===== src/rtl/ex_mdu.sv =====
// Iterative RV32M multiply/divide unit for the execute stage: one bit per cycle,
// shift-add multiply or restoring divide, with sign fix-up and divide special cases.
module ex_mdu #(
    parameter int XLEN = 32
) (
    input  logic            clk,
    input  logic            rst,
    input  logic            start_i,
    input  logic [2:0]      op_i,
    input  logic [XLEN-1:0] rs1_data_i,
    input  logic [XLEN-1:0] rs2_data_i,
    input  logic [4:0]      rd_in_i,
    input  logic            flush_i,
    output logic            stall_o,
    output logic            done_o,
    output logic [XLEN-1:0] result_o,
    output logic [4:0]      rd_out_o,
    output logic [1:0]      state_o
);

    // Handshake: start_i is taken only in IDLE without flush_i; stall_o holds the
    // operands upstream until the result, and done_o pulses once with result_o/rd_out_o.
    typedef enum logic [1:0] {S_IDLE, S_CALC, S_FIX, S_DONE} state_e;
    localparam int CW = $clog2(XLEN);

    state_e            state_q;
    logic [CW-1:0]     cnt_q;
    logic [2:0]        op_q;
    logic [4:0]        rd_q;
    logic              neg_q;
    logic [2*XLEN-1:0] acc_q;
    logic [XLEN-1:0]   opb_q;
    logic [XLEN-1:0]   result_q;
    logic [4:0]        rd_out_q;

    logic              is_div, a_signed, b_signed, a_neg, b_neg, neg_d;
    logic [XLEN-1:0]   a_mag, b_mag;
    logic              div_zero, div_ovf, special;
    logic [XLEN-1:0]   special_res;
    logic [XLEN:0]     mul_sum, div_trial;
    logic [2*XLEN-1:0] mul_next, div_next, prod_fix;
    logic [XLEN-1:0]   div_part, fix_res;

    always_comb begin
        is_div   = op_i[2];
        a_signed = is_div ? ~op_i[0] : (op_i[1:0] == 2'd1 || op_i[1:0] == 2'd2);
        b_signed = is_div ? ~op_i[0] : (op_i[1:0] == 2'd1);
        a_neg    = a_signed & rs1_data_i[XLEN-1];
        b_neg    = b_signed & rs2_data_i[XLEN-1];
        a_mag    = a_neg ? -rs1_data_i : rs1_data_i;
        b_mag    = b_neg ? -rs2_data_i : rs2_data_i;
        // Remainder takes the dividend's sign; quotient and product take the xor.
        neg_d    = (is_div && op_i[1]) ? a_neg : (a_neg ^ b_neg);

        div_zero = is_div && (rs2_data_i == '0);
        div_ovf  = is_div && !op_i[0] && (rs1_data_i == {1'b1, {(XLEN-1){1'b0}}})
                   && (rs2_data_i == '1);
        special  = div_zero | div_ovf;
        if (div_zero) special_res = op_i[1] ? rs1_data_i : '1;
        else          special_res = op_i[1] ? '0 : rs1_data_i;

        mul_sum   = {1'b0, acc_q[2*XLEN-1:XLEN]} + (acc_q[0] ? {1'b0, opb_q} : '0);
        mul_next  = {mul_sum, acc_q[XLEN-1:1]};
        div_trial = acc_q[2*XLEN-1:XLEN-1] - {1'b0, opb_q};
        div_next  = div_trial[XLEN] ? {acc_q[2*XLEN-2:0], 1'b0}
                                    : {div_trial[XLEN-1:0], acc_q[XLEN-2:0], 1'b1};

        prod_fix = neg_q ? -acc_q : acc_q;
        div_part = op_q[1] ? acc_q[2*XLEN-1:XLEN] : acc_q[XLEN-1:0];
        if (op_q[2])              fix_res = neg_q ? -div_part : div_part;
        else if (op_q[1:0] == '0) fix_res = prod_fix[XLEN-1:0];
        else                      fix_res = prod_fix[2*XLEN-1:XLEN];
    end

    assign stall_o  = (state_q == S_IDLE && start_i && !flush_i && !special)
                      || state_q == S_CALC || state_q == S_FIX;
    assign done_o   = (state_q == S_DONE);
    assign result_o = result_q;
    assign rd_out_o = rd_out_q;
    assign state_o  = state_q;

    always_ff @(posedge clk or posedge rst) begin
        if (rst) begin
            state_q  <= S_IDLE;
            cnt_q    <= '0;
            op_q     <= '0;
            rd_q     <= '0;
            neg_q    <= 1'b0;
            acc_q    <= '0;
            opb_q    <= '0;
            result_q <= '0;
            rd_out_q <= '0;
        end else if (flush_i) begin
            state_q <= S_IDLE;
        end else begin
            case (state_q)
                S_IDLE: if (start_i) begin
                    op_q <= op_i;
                    rd_q <= rd_in_i;
                    if (special) begin
                        result_q <= special_res;
                        rd_out_q <= rd_in_i;
                        state_q  <= S_DONE;
                    end else begin
                        acc_q   <= {{XLEN{1'b0}}, a_mag};
                        opb_q   <= b_mag;
                        neg_q   <= neg_d;
                        cnt_q   <= '0;
                        state_q <= S_CALC;
                    end
                end
                S_CALC: begin
                    acc_q <= op_q[2] ? div_next : mul_next;
                    cnt_q <= cnt_q + CW'(1);
                    if (cnt_q == CW'(XLEN-1)) state_q <= S_FIX;
                end
                S_FIX: begin
                    result_q <= fix_res;
                    rd_out_q <= rd_q;
                    state_q  <= S_DONE;
                end
                default: state_q <= S_IDLE;
            endcase
        end
    end

endmodule


===== config.mk =====
export PLATFORM = sky130hd
export DESIGN_NAME = ex_mdu
export DESIGN_NICKNAME = d
export VERILOG_FILES = /design/src/rtl/ex_mdu.sv
export SDC_FILE = /design/constraint.sdc
export NUM_CORES = 1
export LEC_CHECK = 0
export CORE_MARGIN = 5
export CORE_UTILIZATION = 40
export CTS_CLUSTER_DIAMETER = 150
export DETAILED_ROUTE_END_ITERATION = 16
export MAX_ROUTING_LAYER = met4
export SYNTH_ARGS = -nofsm -noshare
export SYNTH_HDL_FRONTEND = slang
export SYNTH_SLANG_ARGS = --single-unit

===== constraint.sdc =====
create_clock -name clk -period 15.02 [get_ports clk]
set_clock_uncertainty 0.05 [all_clocks]
set_input_delay 3.004 -clock clk [delete_from_list [all_inputs] [get_ports clk]]
set_output_delay 3.004 -clock clk [all_outputs]
set_load 0.02 [all_outputs]

==> results_dict.tcl <==
set metrics [dict create \
    drt_iter0_drc 1554 \
    ioPinCount 117 \
    dp_hpwl_um 41200 \
    grt_max_degree 92 \
    reg2regPathDepth 12 \
    yosysTopAreaCell "dfrtp_1" \
    final_nets 2298 \
    worstHoldPathCells 2 \
    min_period_over_period 0.649 \
    total_power_mw 4.09 \
    coreArea_sq_um 39600 \
    multiInputGateArea_sq_um 11300 \
    postSynth.asyncResetShare 1.00 \
    cap_violations 0 \
    cts_setup_buffers 0 \
    die_x_um 210 \
    cp.arrival_ns 6.69 \
    peakVddDrop_mv 0.101 \
    gp_congestion 0.940 \
    post_cts_resized 0 \
    cts_buffers 17 \
    preCtsSetupSlack_ns 5.31 \
    crit_type "in -> out" \
    cts_hold_buffers 0 \
    h-tree-depth 4 \
    p_leak_nw 7.33 \
    ys_types 91 \
    synthTopCellsByCount "nand2_1 (271), o21ai_0 (263), a21oi_1 (152)" \
    diodes 0 \
    cts_root_buffer "clkbuf_16" \
    cp-end-kind "output pin" \
    cts_tree "done" \
    avgSynthCellArea_sq_um 7.45 \
    required_ns 11.97 \
    layout-drive-gt1-share 0.0524 \
    holdWs_ns 0.424 \
    placementRows 73 \
    crit_fanout 70 \
    synth-edff-count 0 \
    status "completed" \
    chipHeight_um 210 \
    relSlewSlack 0.270 \
    hold_class "reg -> reg" \
    grt_antenna_before_repair 0 \
    setup_slack_ns 5.27 \
    fill_cells 3985 \
    yosys_most_used_dff "dfrtp_1" \
    grt_usage 0.252 \
    clock.fmax_mhz 103 \
    clock-sinks 149 \
    firstDrtPassIters 6 \
    startpoint_type "input port" \
    syn-num-nets 2298 \
    setup_viol 0 \
    clockBufferDepth 2 \
    hold_viol 0 \
    layout_min_cycle_time_ns 9.75 \
    clock_latency_ns 0.46 \
    tns_ns 0 \
    portBuffers 116 \
    initial_utilization 0.403 \
    grt_pass1_vias 15100 \
    area_growth_pct 12.4 \
    grt_pass1_wl_um 87000 \
    yosysSeqAreaShare 0.234 \
    drv_slew 0 \
    post-route-util 0.453 \
    synth_area_leaders "dfrtp_1 (23%), o21ai_0 (8.2%), nand2_1 (6.4%)" \
    power_density_nw_per_um2 228 \
    synth_cells 2144 \
    worstMarginPinSlew_ns 1.09 \
    via_per_inst 5.93 \
    synth-seq-cells 149 \
    yosys_warnings 0 \
    overflow 0 \
    vias 15900 \
    synth.top_cell.area_share 0.234 \
    drt-total-wl_um 55200 \
    syn_area_sq_um 16000 \
    synth.most_common_cell "nand2_1" \
    drc 0 \
    antenna_left 0 \
    seq_area_sq_um 3730 \
    die-area_sq_um 44000 \
    clkTransAtPathRegs_ns 0.06 \
    rsz0062_at_grt "no" \
    avgRoutedWirePerCell_um 20.6 \
]
sequential cells by signal (all words and copies together), names as in the netlist:
signal    flops
opb_q        32
state_o       2
result_o     32
op_q          3
rd_q          5
neg_q         1
rd_out_o      5
cnt_q         5
acc_q        64
where the power goes:
group          switching (mW)  leakage, nW  internal (mW)
Clock                   0.192        0.288          0.255
Sequential              0.343         1.91          0.574
Combinational            1.63         5.12           1.09
layer usage:
layer  track usage  vias up  routed length (um)
met5             -        -                   0
met4        0.0614        0                1040
met1         0.350     7646               25900
met3        0.0311       56                3120
li1              -     7715                   -
met2         0.395      495               25100
path summary, 6_finish.rpt:
kind	startpoint	to	slack (ns)
worst max-delay path	rs1_data_i[0]	stall_o	5.27
min in group asynchronous	rst	opb_q[3]$_DFFE_PP0P_	3.01
max in group asynchronous	rst	acc_q[18]$_DFFE_PP0P_	10.46
worst max register to register	acc_q[0]$_DFFE_PP0P_	acc_q[57]$_DFFE_PP0P_	10.50
worst min-delay path	rd_q[2]$_DFFE_PP0P_	rd_q[2]$_DFFE_PP0P_	0.42
worst min register to register	rd_q[2]$_DFFE_PP0P_	rd_q[2]$_DFFE_PP0P_	0.42
critical path: stages:
cell	delay, ns
clkdlybuf4s50_1	0.57
inv_1	0.24
ha_1	0.24
nor2b_1	0.21
nand4_1	0.26
or3_1	0.63
o211ai_4	0.23
buf_4	0.54
nand3_1	0.16
clkdlybuf4s50_1	0.58
placed cells by master, fill, tap and decap left out, types with 23 or more instances in the layout:
master and instances:
nand2_1 271, o21ai_0 263, a21oi_1 152, nor2_1 148, dfrtp_1 146, clkdlybuf4s50_1 116
xnor2_1 110, inv_1 81, mux2i_1 80, xor2_1 76, ha_1 74, nor3_1 55
o31ai_1 35, a31oi_1 35, or3_1 34, nand3_1 34, a21o_1 24, nand4_1 23
kinds of logic after synthesis:
group / Yosys count / synth area share
flops: 149 / 0.234
xor+xnor: 186 / 0.102
fa+ha+maj: 99 / 0.0752
mux: 90 / 0.0572
compound gates: 684 / 0.262
buf+inv: 237 / 0.0585
simple gates: 699 / 0.211
metrics by stage:
step,area (sq um),std cells
2_1_floorplan,16000,2144
3_3_place_gp,17300,2650
3_5_place_dp,17300,2650
4_1_cts,17900,2682
5_1_grt,17900,2682
6_report,17900,2682
area by class of cell:
| cell class | count | area share |
|---|---|---|
| timing repair buffer | 135 | 0.0727 |
| multi-input combinational | 1758 | 0.631 |
| inverter | 83 | 0.0176 |
| tap | 525 | 0.0366 |
| sequential | 149 | 0.208 |
| clock inverter | 13 | 0.00823 |
| clock buffer | 19 | 0.0252 |
Note: power is estimated with default switching activity, not from simulation.
